File: src/rtl/spi_pkg.sv
// Shared SPI definitions: frame state encoding and the byte sent when the
// transmit holding register runs dry.
package spi_pkg;

  typedef enum logic {
    IDLE_s   = 1'b0,
    ACTIVE_s = 1'b1
  } spi_state_e;

  localparam logic [7:0] UDR_BYTE = 8'h00;

  function automatic logic out_bit(input logic [7:0] sh, input logic msb_first);
    return msb_first ? sh[7] : sh[0];
  endfunction

endpackage

File: src/rtl/spi_sync_edge.sv
// Multi-stage synchronizer for one SPI pin followed by an edge-detect register
// that produces single-cycle rise/fall pulses in the system clock domain.
module spi_sync_edge #(
  parameter int   STAGES  = 2,
  parameter logic RST_VAL = 1'b0
) (
  input  logic clk_i,
  input  logic rstn_i,
  input  logic d_i,
  output logic rise_o,
  output logic fall_o
);

  logic [STAGES-1:0] sync_q;
  logic [STAGES-1:0] sync_d;
  logic              prev_q;
  logic              prev_d;

  always_comb begin
    sync_d = {sync_q[STAGES-2:0], d_i};
    prev_d = sync_q[STAGES-1];
  end

  always_ff @(posedge clk_i or negedge rstn_i) begin
    if (!rstn_i) begin
      sync_q <= {STAGES{RST_VAL}};
      prev_q <= RST_VAL;
    end else begin
      sync_q <= sync_d;
      prev_q <= prev_d;
    end
  end

  assign rise_o = sync_q[STAGES-1] & ~prev_q;
  assign fall_o = ~sync_q[STAGES-1] & prev_q;

endmodule

File: src/rtl/spi_slave_tx_rx.sv
// SPI responder byte engine: oversampled SCK/CS/MOSI, modes 0-3, MSB/LSB first,
// single-entry transmit holding register for back-to-back bytes in a frame.
module spi_slave_tx_rx
  import spi_pkg::*;
#(
  parameter int sync_st = 2
) (
  input  logic       clk_i,
  input  logic       rstn_i,
  input  logic       cpol_i,
  input  logic       cpha_i,
  input  logic       msb_lsb_i,
  input  logic [7:0] tx_data_i,
  input  logic       tx_wr_i,
  output logic       tx_full_o,
  output logic       tx_udr_o,
  output logic [7:0] rx_data_o,
  output logic       rx_valid_o,
  input  logic       spi_sck_i,
  input  logic       spi_cs_i,
  input  logic       spi_mosi_i,
  output logic       spi_miso_o,
  output logic       spi_miso_oe_o
);

  logic sck_rise, sck_fall, cs_rise, cs_fall;

  spi_sync_edge #(.STAGES(sync_st), .RST_VAL(1'b0)) u_sck_sync (
    .clk_i  (clk_i),
    .rstn_i (rstn_i),
    .d_i    (spi_sck_i),
    .rise_o (sck_rise),
    .fall_o (sck_fall)
  );

  spi_sync_edge #(.STAGES(sync_st), .RST_VAL(1'b1)) u_cs_sync (
    .clk_i  (clk_i),
    .rstn_i (rstn_i),
    .d_i    (spi_cs_i),
    .rise_o (cs_rise),
    .fall_o (cs_fall)
  );

  // MOSI shares the SCK synchronizer depth so data lines up with the edge pulse
  logic [sync_st-1:0] mosi_q;
  logic [sync_st-1:0] mosi_d;
  logic               mosi_s;

  assign mosi_d = {mosi_q[sync_st-2:0], spi_mosi_i};
  assign mosi_s = mosi_q[sync_st-1];

  spi_state_e state_q, state_d;
  logic       cpol_q, cpol_d;
  logic       cpha_q, cpha_d;
  logic       msb_q, msb_d;
  logic [2:0] bit_c_q, bit_c_d;
  logic [7:0] rx_sh_q, rx_sh_d;
  logic [7:0] tx_sh_q, tx_sh_d;
  logic [7:0] hold_q, hold_d;
  logic       tx_full_q, tx_full_d;
  logic       tx_udr_q, tx_udr_d;
  logic [7:0] rx_data_q, rx_data_d;
  logic       rx_valid_q, rx_valid_d;
  logic       done_q, done_d;
  logic       miso_q, miso_d;

  logic active, frame_start, frame_end;
  logic lead, trail, sample, drive, load, wr_acc;

  always_comb begin
    state_d = state_q;
    case (state_q)
      IDLE_s:   if (cs_fall) state_d = ACTIVE_s;
      ACTIVE_s: if (cs_rise) state_d = IDLE_s;
    endcase
  end

  assign active      = (state_q == ACTIVE_s);
  assign frame_start = ~active & cs_fall;
  assign frame_end   = active & cs_rise;

  // A CS rise wins over any SCK edge seen in the same cycle
  assign lead   = active & ~cs_rise & (cpol_q ? sck_fall : sck_rise);
  assign trail  = active & ~cs_rise & (cpol_q ? sck_rise : sck_fall);
  assign sample = cpha_q ? trail : lead;
  assign drive  = cpha_q ? lead : trail;

  // At CS fall the mode is not latched yet, so the live cpha decides the preload
  assign load   = (frame_start & ~cpha_i) | (drive & (bit_c_q == 3'd0));
  assign wr_acc = tx_wr_i & ~tx_full_q;

  always_comb begin
    cpol_d = cpol_q;
    cpha_d = cpha_q;
    msb_d  = msb_q;
    if (frame_start) begin
      cpol_d = cpol_i;
      cpha_d = cpha_i;
      msb_d  = msb_lsb_i;
    end

    bit_c_d = bit_c_q;
    rx_sh_d = rx_sh_q;
    done_d  = 1'b0;
    if (frame_end) begin
      bit_c_d = 3'd0;
    end else if (sample) begin
      rx_sh_d = msb_q ? {rx_sh_q[6:0], mosi_s} : {mosi_s, rx_sh_q[7:1]};
      bit_c_d = bit_c_q + 3'd1;
      done_d  = (bit_c_q == 3'd7);
    end

    rx_valid_d = done_q;
    rx_data_d  = done_q ? rx_sh_q : rx_data_q;

    tx_sh_d   = tx_sh_q;
    hold_d    = hold_q;
    tx_full_d = tx_full_q;
    tx_udr_d  = 1'b0;
    if (load) begin
      if (tx_full_q) begin
        tx_sh_d   = hold_q;
        tx_full_d = 1'b0;
      end else if (tx_wr_i) begin
        tx_sh_d = tx_data_i;
      end else begin
        tx_sh_d  = UDR_BYTE;
        tx_udr_d = 1'b1;
      end
    end else begin
      if (drive) tx_sh_d = msb_q ? {tx_sh_q[6:0], 1'b0} : {1'b0, tx_sh_q[7:1]};
      if (wr_acc) begin
        hold_d    = tx_data_i;
        tx_full_d = 1'b1;
      end
    end

    miso_d = out_bit(tx_sh_q, msb_q);
  end

  always_ff @(posedge clk_i or negedge rstn_i) begin
    if (!rstn_i) begin
      mosi_q     <= '0;
      state_q    <= IDLE_s;
      cpol_q     <= 1'b0;
      cpha_q     <= 1'b0;
      msb_q      <= 1'b1;
      bit_c_q    <= 3'd0;
      rx_sh_q    <= 8'h00;
      tx_sh_q    <= 8'h00;
      hold_q     <= 8'h00;
      tx_full_q  <= 1'b0;
      tx_udr_q   <= 1'b0;
      rx_data_q  <= 8'h00;
      rx_valid_q <= 1'b0;
      done_q     <= 1'b0;
      miso_q     <= 1'b0;
    end else begin
      mosi_q     <= mosi_d;
      state_q    <= state_d;
      cpol_q     <= cpol_d;
      cpha_q     <= cpha_d;
      msb_q      <= msb_d;
      bit_c_q    <= bit_c_d;
      rx_sh_q    <= rx_sh_d;
      tx_sh_q    <= tx_sh_d;
      hold_q     <= hold_d;
      tx_full_q  <= tx_full_d;
      tx_udr_q   <= tx_udr_d;
      rx_data_q  <= rx_data_d;
      rx_valid_q <= rx_valid_d;
      done_q     <= done_d;
      miso_q     <= miso_d;
    end
  end

  assign tx_full_o     = tx_full_q;
  assign tx_udr_o      = tx_udr_q;
  assign rx_data_o     = rx_data_q;
  assign rx_valid_o    = rx_valid_q;
  assign spi_miso_o    = miso_q;
  assign spi_miso_oe_o = active;

endmodule

File: config.mk
export PLATFORM = sky130hd
export DESIGN_NAME = spi_slave_tx_rx
export DESIGN_NICKNAME = d
export VERILOG_FILES = /design/src/rtl/spi_pkg.sv /design/src/rtl/spi_sync_edge.sv /design/src/rtl/spi_slave_tx_rx.sv
export SDC_FILE = /design/constraint.sdc
export NUM_CORES = 1
export LEC_CHECK = 0
export CAP_MARGIN = 10
export CORE_MARGIN = 1
export CORE_UTILIZATION = 44
export CTS_CLUSTER_SIZE = 20
export DETAILED_ROUTE_END_ITERATION = 16
export PLACE_DENSITY = 0.7
export RECOVER_POWER = 50
export SYNTH_ARGS = -nofsm -noshare
export SYNTH_HDL_FRONTEND = slang
export SYNTH_HIERARCHICAL = 1
export SYNTH_SLANG_ARGS = --single-unit
File: constraint.sdc
create_clock -name clk_i -period 2.9 [get_ports clk_i]
set_input_delay 0.725 -clock clk_i [delete_from_list [all_inputs] [get_ports clk_i]]
set_output_delay 0.725 -clock clk_i [all_outputs]
set_load 0.005 [all_outputs]
==> qor.csv, run 1 <==
stage,metric,value,unit
synthesis,"EDFF count, synth",0,
synthesis,Synth Area in Simple Gates,0.0705,
clocking,CTS root buf,clkbuf_8,
clocking,H-tree depth,2,
timing,fin. max-slew vios,0,
global_route,initial antenna violation count,0,
route,1st-pass router iterations,4,
synthesis,main combinational cell family by area after synthesis,multiplexers,
synthesis,Synth Flop Type,dfrtp_1,
synthesis,Synth Area per Inst,13.4,µm²
global_route,pin count of the biggest net entering global routing,22,
timing,relative slew slack,0.281,
timing,RSZ-0062 raised after global routing,no,
synthesis,most frequent cell after synthesis,dfrtp_1,
clocking,Clock transition at path regs,0.08,ns
timing,Tcrit/Tclk final,0.733,
floorplan,Die Y,74.7,µm
synthesis,Compound-Gate Fraction of Synth Area,0.0862,
worst_setup_path,CP bufs+invs,1,
clocking,CTS tree,done,
synthesis,Yosys top cell area share,0.517,
route,routed wire length,3.85,mm
floorplan,Die ar.,5570,µm²
synthesis,Mapped Area,2320,µm²
global_route,GR Overflow Total,0,
timing,Slew @ Worst Pin,1.08,ns
synthesis,post-synthesis cell count,174,
clocking,Clock Tree Buf Depth,2,
floorplan,IO Count,30,
floorplan,core area,5110,µm²
route,DR WL/cell,13.8,µm
timing,Max Fclk,0.470,GHz
power,pwr dens,852,nW/µm²
route,Detailed Route Iter0 Violations,56,
route,Final ANT Viol Nets,0,
synthesis,multiplexer share of the synthesized area,0.235,
synthesis,post-synthesis cell type count,28,
worst_setup_path,slowest CP cell,clkdlybuf4s50_1,
floorplan,starting density of the core,0.455,
finish,Syn-to-layout area delta,20.1,%
route,Remaining DRCs,0,
finish,Fill cells,442,
timing,Clock Skews,0.00625,ns
clocking,clock sinks,52,
timing,Final Hold Fails,0,
placement,post-DP HPWL,2.92,mm
placement,RePlAce Congestion,0.815,
worst_setup_path,critical path type,register to primary output,
synthesis,Synth Area in Adders,0.0162,
global_route,first-pass GRT wire length,6.78,mm
min_path,Tightest Hold Check Type,register to register,
synthesis,Seq cells post-synth,52,
global_route,vias in the first global route,1487,
worst_setup_path,Crit. End Element,primary output,
power,worst vdd ir,0.318,mV
power,leakage power,0.00120,µW
clocking,TritonCTS Buffers,5,
worst_setup_path,Worst Setup Start Kind,register,
worst_setup_path,crit path max fanout,11,
synthesis,synth cell count leaders,"dfrtp_1, mux2_2, nand2_1, a22oi_1, o21ai_0",
synthesis,Synth area leaders,"dfrtp_1, mux2_2, dfstp_2",
synthesis,syn_nets,194,
finish,share of post-route cells with drive strength above 1,0.298,
timing,Post-Route Setup TNS,0,ns
clocking,Post-CTS Resized,0,
synthesis,Ys Warns,6,
run_status,status,completed,
worst_setup_path,"slowest stage delay, CP",0.57,ns
floorplan,chip width,74.7,µm
timing,Hold WS,0.356,ns
synthesis,sequential-to-total area share from yosys stat,0.562,
global_route,GR Util All Layers,0.164,
clocking,clk_lat worst skew,0.30,ns
timing,endpoints failing setup,0,
synthesis,Synth Area in XOR/XNOR,0.00700,
run,maxcap violations,0,
route,DR vias/cell,5.18,
route,vias post-DR,1439,
worst_setup_path,Crit path max-delay family,buffers and inverters,
floorplan,row count,26,
placement,port bufs,29,
synthesis,fraction of registers with async set/reset,1.00,
finish,layout net count,227,
worst_setup_path,crit-path cells,clkdlybuf4s50_1,
timing,minimum clock period after layout,2.13,ns
synthesis,Synth area leader,dfrtp_1,
worst_setup_path,critical path arrival,1.40,ns
finish,Ant. Diodes,0,
clocking,Post-CTS Setup Bufs,0,
clocking,CTS Hold Bufs,0,
worst_setup_path,WP data required,2.17,ns
[final timing paths]
path	start	end	slack, ns	cells past startpoint
max	tx_full_o	tx_full_o	0.77	1
min	u_sck_sync/sync_q[0]	u_sck_sync/sync_q[1]	0.36	0
max reg2reg	u_cs_sync/sync_q[1]	hold_q[3]	0.91	5
min reg2reg	u_sck_sync/sync_q[0]	u_sck_sync/sync_q[1]	0.36	0
max in group asynchronous	rstn_i	hold_q[6]	0.85	2
min in group asynchronous	rstn_i	rx_valid_o	0.55	1
[per-layer routing]
metal | routed length, µm | track usage
met1 | 1630 | 0.206
met5 | 0 | 0
met3 | 162 | 0.0442
met2 | 2000 | 0.272
met4 | 51 | 0.0629
[kinds of logic after synthesis]
family          after synthesis
flops                        52
mux                          49
simple gates                 30
compound gates               27
buf+inv                      12
fa+ha+maj                     3
xor+xnor                      1
[power by group]
part	leakage, µW	total (µW)	internal [µW]	switching [µW]
sequential	0.000645	1140	946	196
clock	0.0000552	475	256	218
combinational	0.000501	762	442	319
[through the flow]
stage | total power [µW] | cells | setup WS (ns) | utilization | instance area, µm²
finish | 2380 | 278 | 0.774 | 0.547 | 2790
global route | 2550 | 278 | 0.481 | 0.547 | 2790
global placement | 1880 | 270 | 0.547 | 0.527 | 2690
detailed placement | 1930 | 270 | 0.502 | 0.527 | 2690
CTS | 2410 | 278 | 0.755 | 0.548 | 2800
floorplan | 1700 | 174 | 1.00 | - | 2320
[cell type report]
cell class | count | area (µm²) | area share
Sequential cell | 52 | 1310 | 0.468
Multi-Input combinational cell | 110 | 965 | 0.346
Timing Repair Buffer | 33 | 307 | 0.110
Tap cell | 70 | 87.6 | 0.0314
Clock buffer | 6 | 72.6 | 0.0260
Clock inverter | 2 | 35.0 | 0.0126
Inverter | 5 | 18.8 | 0.00672
[cell usage in the layout, fill, tap and decap left out, types with 2 or more instances in the layout]
master and count:
dlygate4sd3_1 3, nand3b_1 2, clkbuf_8 5, a32oi_1 6, dfrtp_1 48, clkbuf_1 4
o21ai_0 7, and2b_2 2, nand2_1 13, clkdlybuf4s50_1 25, mux2i_1 6, and2_1 2
nor2_1 3, ha_1 3, mux2_2 42, nor2b_1 5, dfstp_2 3, a22oi_1 10
inv_1 5, buf_4 2
[flip-flops by register name, summed over array words and instances (netlist names), 2 cells and up]
name,cells
rx_data_o,8
bit_c_q,3
mosi_q,2
tx_sh_q,8
u_sck_sync/sync_q,2
u_cs_sync/sync_q,2
hold_q,8
rx_sh_q,8
(Power assumes the default switching activity.)
==> run 2, diff against run 1 <==
==> constraint.sdc (replaced) <==
create_clock -name clk_i -period 2 [get_ports clk_i]
set_input_delay 0.5 -clock clk_i [delete_from_list [all_inputs] [get_ports clk_i]]
set_output_delay 0.5 -clock clk_i [all_outputs]
set_load 0.005 [all_outputs]
==> qor.csv, run 2 (synthesis results as in run 1) <==
stage,metric,value,unit
run_status,status,completed,
worst_setup_path,crit path max fanout,11,
floorplan,chip width,74.7,µm
finish,"commonest non-fill, non-tap cell in the layout",dfrtp_1,
timing,endpoints failing setup,0,
timing,Hold WS,0.360,ns
power,Pwr Total,3560,µW
global_route,initial antenna violation count,0,
global_route,GR Overflow Total,0,
placement,RePlAce Congestion,0.830,
power,pwr dens,1250,nW/µm²
finish,layout net count,229,
floorplan,row count,26,
clocking,CTS root buf,clkbuf_8,
clocking,TritonCTS Buffers,5,
finish,Finished Core Util,0.557,
worst_setup_path,crit-path cells,clkdlybuf4s50_1,
floorplan,core area,5110,µm²
placement,port bufs,29,
route,DR WL/cell,14.5,µm
floorplan,starting density of the core,0.455,
worst_setup_path,CP bufs+invs,1,
worst_setup_path,critical path arrival,1.40,ns
floorplan,Die Y,74.7,µm
global_route,vias in the first global route,1532,
timing,Final Hold Fails,0,
timing,relative slew slack,0.206,
route,Final ANT Viol Nets,0,
route,routed wire length,4.07,mm
worst_setup_path,WP data required,1.50,ns
worst_setup_path,Crit path max-delay family,buffers and inverters,
finish,Ant. Diodes,0,
floorplan,IO Count,30,
timing,Post-Route Setup TNS,0,ns
finish,fin area,2840,µm²
clocking,Post-CTS Setup Bufs,0,
timing,fin. max-slew vios,0,
worst_setup_path,critical path type,register to primary output,
clocking,Clock transition at path regs,0.09,ns
clocking,H-tree depth,2,
worst_setup_path,Crit. End Element,primary output,
power,worst vdd ir,0.628,mV
route,Detailed Route Iter0 Violations,58,
run,maxcap violations,0,
worst_setup_path,"slowest stage delay, CP",0.57,ns
power,leakage power,0.00123,µW
clocking,CTS tree,done,
min_path,Tightest Hold Check Type,register to register,
finish,Syn-to-layout area delta,22.3,%
placement,placed cell area,2720,µm²
timing,Clock Skews,0.00700,ns
floorplan,Die ar.,5570,µm²
timing,Slew @ Worst Pin,1.19,ns
clocking,clock sinks,52,
route,Remaining DRCs,0,
global_route,pin count of the biggest net entering global routing,32,
clocking,Clock Tree Buf Depth,2,
route,1st-pass router iterations,4,
worst_setup_path,Worst Setup Start Kind,register,
worst_setup_path,slowest CP cell,clkdlybuf4s50_1,
global_route,GR Util All Layers,0.166,
clocking,clk_lat worst skew,0.30,ns
timing,Max Fclk,0.525,GHz
timing,Tcrit/Tclk final,0.952,
timing,RSZ-0062 raised after global routing,no,
timing,minimum clock period after layout,1.90,ns
clocking,CTS Hold Bufs,0,
route,vias post-DR,1467,
finish,share of post-route cells with drive strength above 1,0.324,
clocking,Post-CTS Resized,0,
finish,"commonest cells after routing, fill and taps aside","dfrtp_1, mux2_2, clkdlybuf4s50_1",
global_route,first-pass GRT wire length,6.82,mm
placement,post-DP HPWL,3.05,mm
route,DR vias/cell,5.24,
[run 2: changes by cell type in the layout (fill, tap and decap cells not counted)]
cell / change
clkinv_4: +1
nor2b_2: +1
clkbuf_8: +1
clkinv_2: -1
clkbuf_1: -3
buf_4: +3
nor2b_1: -1
buf_12: +1
[run 2: area by class of cell]
type                            instances  area (µm²)
Timing Repair Buffer                   35         342
Inverter                                5        18.8
Clock inverter                          2        38.8
Fill cell                             454        2260
Multi-Input combinational cell        110         967
Tap cell                               70        87.6
Sequential cell                        52        1310
Clock buffer                            6        82.6
[run 2: stage by stage]
step	std cells	setup slack, ns
floorplan	174	0.138
finish	280	0.0961
CTS	280	0.0720
global route	280	0.0351
detailed placement	272	-0.105
global placement	272	-0.0349
[run 2: metal layers]
metal,vias to the layer above,share of wire,routed length [µm],track usage
met5,-,0,0,0
met4,0,0.023,93,0.0839
met3,9,0.041,168,0.0415
met2,42,0.51,2060,0.290
met1,724,0.43,1740,0.189
li1,692,-,-,-
[run 2: path summary, 6_finish.rpt]
path | from | to | slack [ns] | cells after the start
max | tx_full_o | tx_full_o | 0.1 | 1
min | mosi_q[0] | mosi_q[1] | 0.36 | 0
max reg2reg | u_cs_sync/sync_q[1] | hold_q[5] | 0.15 | 5
min reg2reg | mosi_q[0] | mosi_q[1] | 0.36 | 0
max in group asynchronous | rstn_i | msb_q | 0.76 | 2
min in group asynchronous | rstn_i | rx_data_o[2] | 0.42 | 1
[run 2: power breakdown]
group	leakage, µW	total, µW	internal [µW]	switching [µW]
Clock	0.0000614	741	409	332
Sequential	0.000645	1660	1370	288
Combinational	0.000524	1160	675	482
==> run 3, diff against run 2 <==
--- a/config.mk
+++ b/config.mk
@@ -6,11 +6,12 @@
 export NUM_CORES = 1
 export LEC_CHECK = 0
 export CAP_MARGIN = 10
-export CORE_MARGIN = 1
+export CORE_MARGIN = 5
 export CORE_UTILIZATION = 44
 export CTS_CLUSTER_SIZE = 20
 export DETAILED_ROUTE_END_ITERATION = 16
-export PLACE_DENSITY = 0.7
+export DONT_BUFFER_PORTS = 1
+export PLACE_DENSITY = 0.63
 export RECOVER_POWER = 50
 export SYNTH_ARGS = -nofsm -noshare
 export SYNTH_HDL_FRONTEND = slang
==> qor.csv, run 3 (synthesis results as in run 1) <==
stage,metric,value,unit
worst_setup_path,critical path type,register to register,
clocking,CTS tree,done,
clocking,TritonCTS Buffers,5,
global_route,GR Overflow Total,0,
run,maxcap violations,0,
worst_setup_path,crit path max fanout,8,
timing,endpoints failing setup,0,
min_path,Tightest Hold Check Type,input port to register,
worst_setup_path,crit-path cells,nor2b_1 -> nand3b_1 -> mux2i_2 -> a21oi_4 -> mux2_2,
timing,RSZ-0062 raised after global routing,no,
finish,"commonest cells after routing, fill and taps aside","dfrtp_1, mux2_2, nand2_1",
finish,layout net count,202,
global_route,first-pass GRT wire length,6.59,mm
power,worst vdd ir,0.716,mV
run_status,status,completed,
worst_setup_path,CP bufs+invs,0,
timing,Clock Skews,0.00544,ns
worst_setup_path,critical path arrival,2.04,ns
timing,Final Hold Fails,0,
finish,share of post-route cells with drive strength above 1,0.372,
route,Detailed Route Iter0 Violations,57,
worst_setup_path,Worst Setup Start Kind,register,
global_route,GR Util All Layers,0.128,
worst_setup_path,slowest CP cell,dfstp_2,
finish,Ant. Diodes,0,
floorplan,Die ar.,6830,µm²
route,Final ANT Viol Nets,0,
clocking,Clock Tree Buf Depth,2,
clocking,Post-CTS Setup Bufs,0,
timing,Post-Route Setup TNS,0,ns
clocking,CTS root buf,clkbuf_8,
clocking,clock sinks,52,
floorplan,starting density of the core,0.455,
placement,port bufs,0,
route,Remaining DRCs,0,
timing,minimum clock period after layout,1.84,ns
floorplan,IO Count,30,
worst_setup_path,"slowest stage delay, CP",0.54,ns
worst_setup_path,WP data required,2.19,ns
global_route,vias in the first global route,1377,
clocking,Post-CTS Resized,0,
power,leakage power,0.00111,µW
finish,Fill cells,467,
placement,RePlAce Congestion,0.751,
placement,post-DP HPWL,2.84,mm
clocking,Clock transition at path regs,0.09,ns
finish,"commonest non-fill, non-tap cell in the layout",dfrtp_1,
power,pwr dens,1320,nW/µm²
global_route,pin count of the biggest net entering global routing,49,
route,1st-pass router iterations,4,
route,DR vias/cell,5.28,
floorplan,core area,5110,µm²
route,routed wire length,3.89,mm
floorplan,row count,26,
clocking,clk_lat worst skew,0.30,ns
worst_setup_path,Crit path max-delay family,flip-flops,
floorplan,Die Y,82.7,µm
timing,relative slew slack,0.228,
timing,Slew @ Worst Pin,1.16,ns
route,vias post-DR,1335,
route,DR WL/cell,15.4,µm
floorplan,chip width,82.7,µm
timing,Tcrit/Tclk final,0.922,
timing,fin. max-slew vios,0,
finish,Finished Core Util,0.496,
worst_setup_path,Crit. End Element,register,
clocking,H-tree depth,2,
timing,Max Fclk,0.542,GHz
finish,Syn-to-layout area delta,8.94,%
global_route,initial antenna violation count,0,
## run 3: changes by cell type in the layout (fill, tap and decap cells not counted), sizes merged
cell	previous run	this run
clkbuf	7	8
clkdlybuf4s50	25	0
clkinv	1	0
dlygate4sd3	3	1
bufinv	1	0
clkinvlp	0	1
## run 3: final timing paths
check / slack (ns) / cells past startpoint / to / startpoint
min in group asynchronous: 0.42 / 1 / bit_c_q[0] / rstn_i
worst max register to register: 0.16 / 5 / hold_q[3] / u_cs_sync/sync_q[1]
max in group asynchronous: 0.89 / 1 / spi_miso_o / rstn_i
worst min register to register: 0.36 / 0 / mosi_q[1] / mosi_q[0]
worst min-delay path: 0.19 / 0 / u_cs_sync/sync_q[0] / spi_cs_i
worst max-delay path: 0.16 / 5 / hold_q[3] / u_cs_sync/sync_q[1]
## run 3: repair_timing
| action | in CTS | in global routing |
|---|---|---|
| endpoints found under the setup margin | 0 | 3 |
| endpoints found under the hold margin | 48 | 4 |
| hold buffers | 1 | 1 |
## run 3: per-layer routing
metal / track usage / wire (µm) / vias up
met3: 0.0380 / 243 / 6
met4: 0.0637 / 68 / 0
met1: 0.157 / 1620 / 661
li1: - / - / 641
met5: 0 / 0 / -
met2: 0.206 / 1950 / 27
## run 3: cell type report
type                       count  area, µm²  share of cell area
multi-input combinational    110        965               0.381
timing repair buffer           8       60.1              0.0237
tap                           70       87.6              0.0346
clock inverter                 1       7.51             0.00297
inverter                       5       18.8             0.00741
clock buffer                   7       86.3              0.0341
sequential                    52       1310               0.516
## run 3: power by group
part           internal, µW  leakage, µW  switching [µW]  total, µW
logic                   615     0.000419             470       1080
clock network           281    0.0000445             322        603
registers              1370     0.000645             269       1640
## run 3: worst register-to-register path, delay by kind of cell, from the launching register on
| kind | cells | cell delay, ns |
|---|---|---|
| compound gates | 1 | 0.28 |
| flops | 1 | 0.54 |
| mux | 2 | 0.48 |
| simple gates | 2 | 0.43 |
## run 3: through the flow
| step | cell area (µm²) | setup slack (ns) | power, µW | std cells | hold WS [ns] |
|---|---|---|---|---|---|
| floorplan | 2320 | 0.138 | 2460 | 174 | 0.204 |
| global placement | 2420 | 0.210 | 2670 | 243 | 0.206 |
| detailed placement | 2420 | 0.148 | 2740 | 243 | 0.206 |
| CTS | 2540 | 0.118 | 3380 | 252 | 0.0119 |
| global route | 2530 | 0.00707 | 3570 | 253 | 0.155 |
| finish | 2530 | 0.156 | 3330 | 253 | 0.186 |
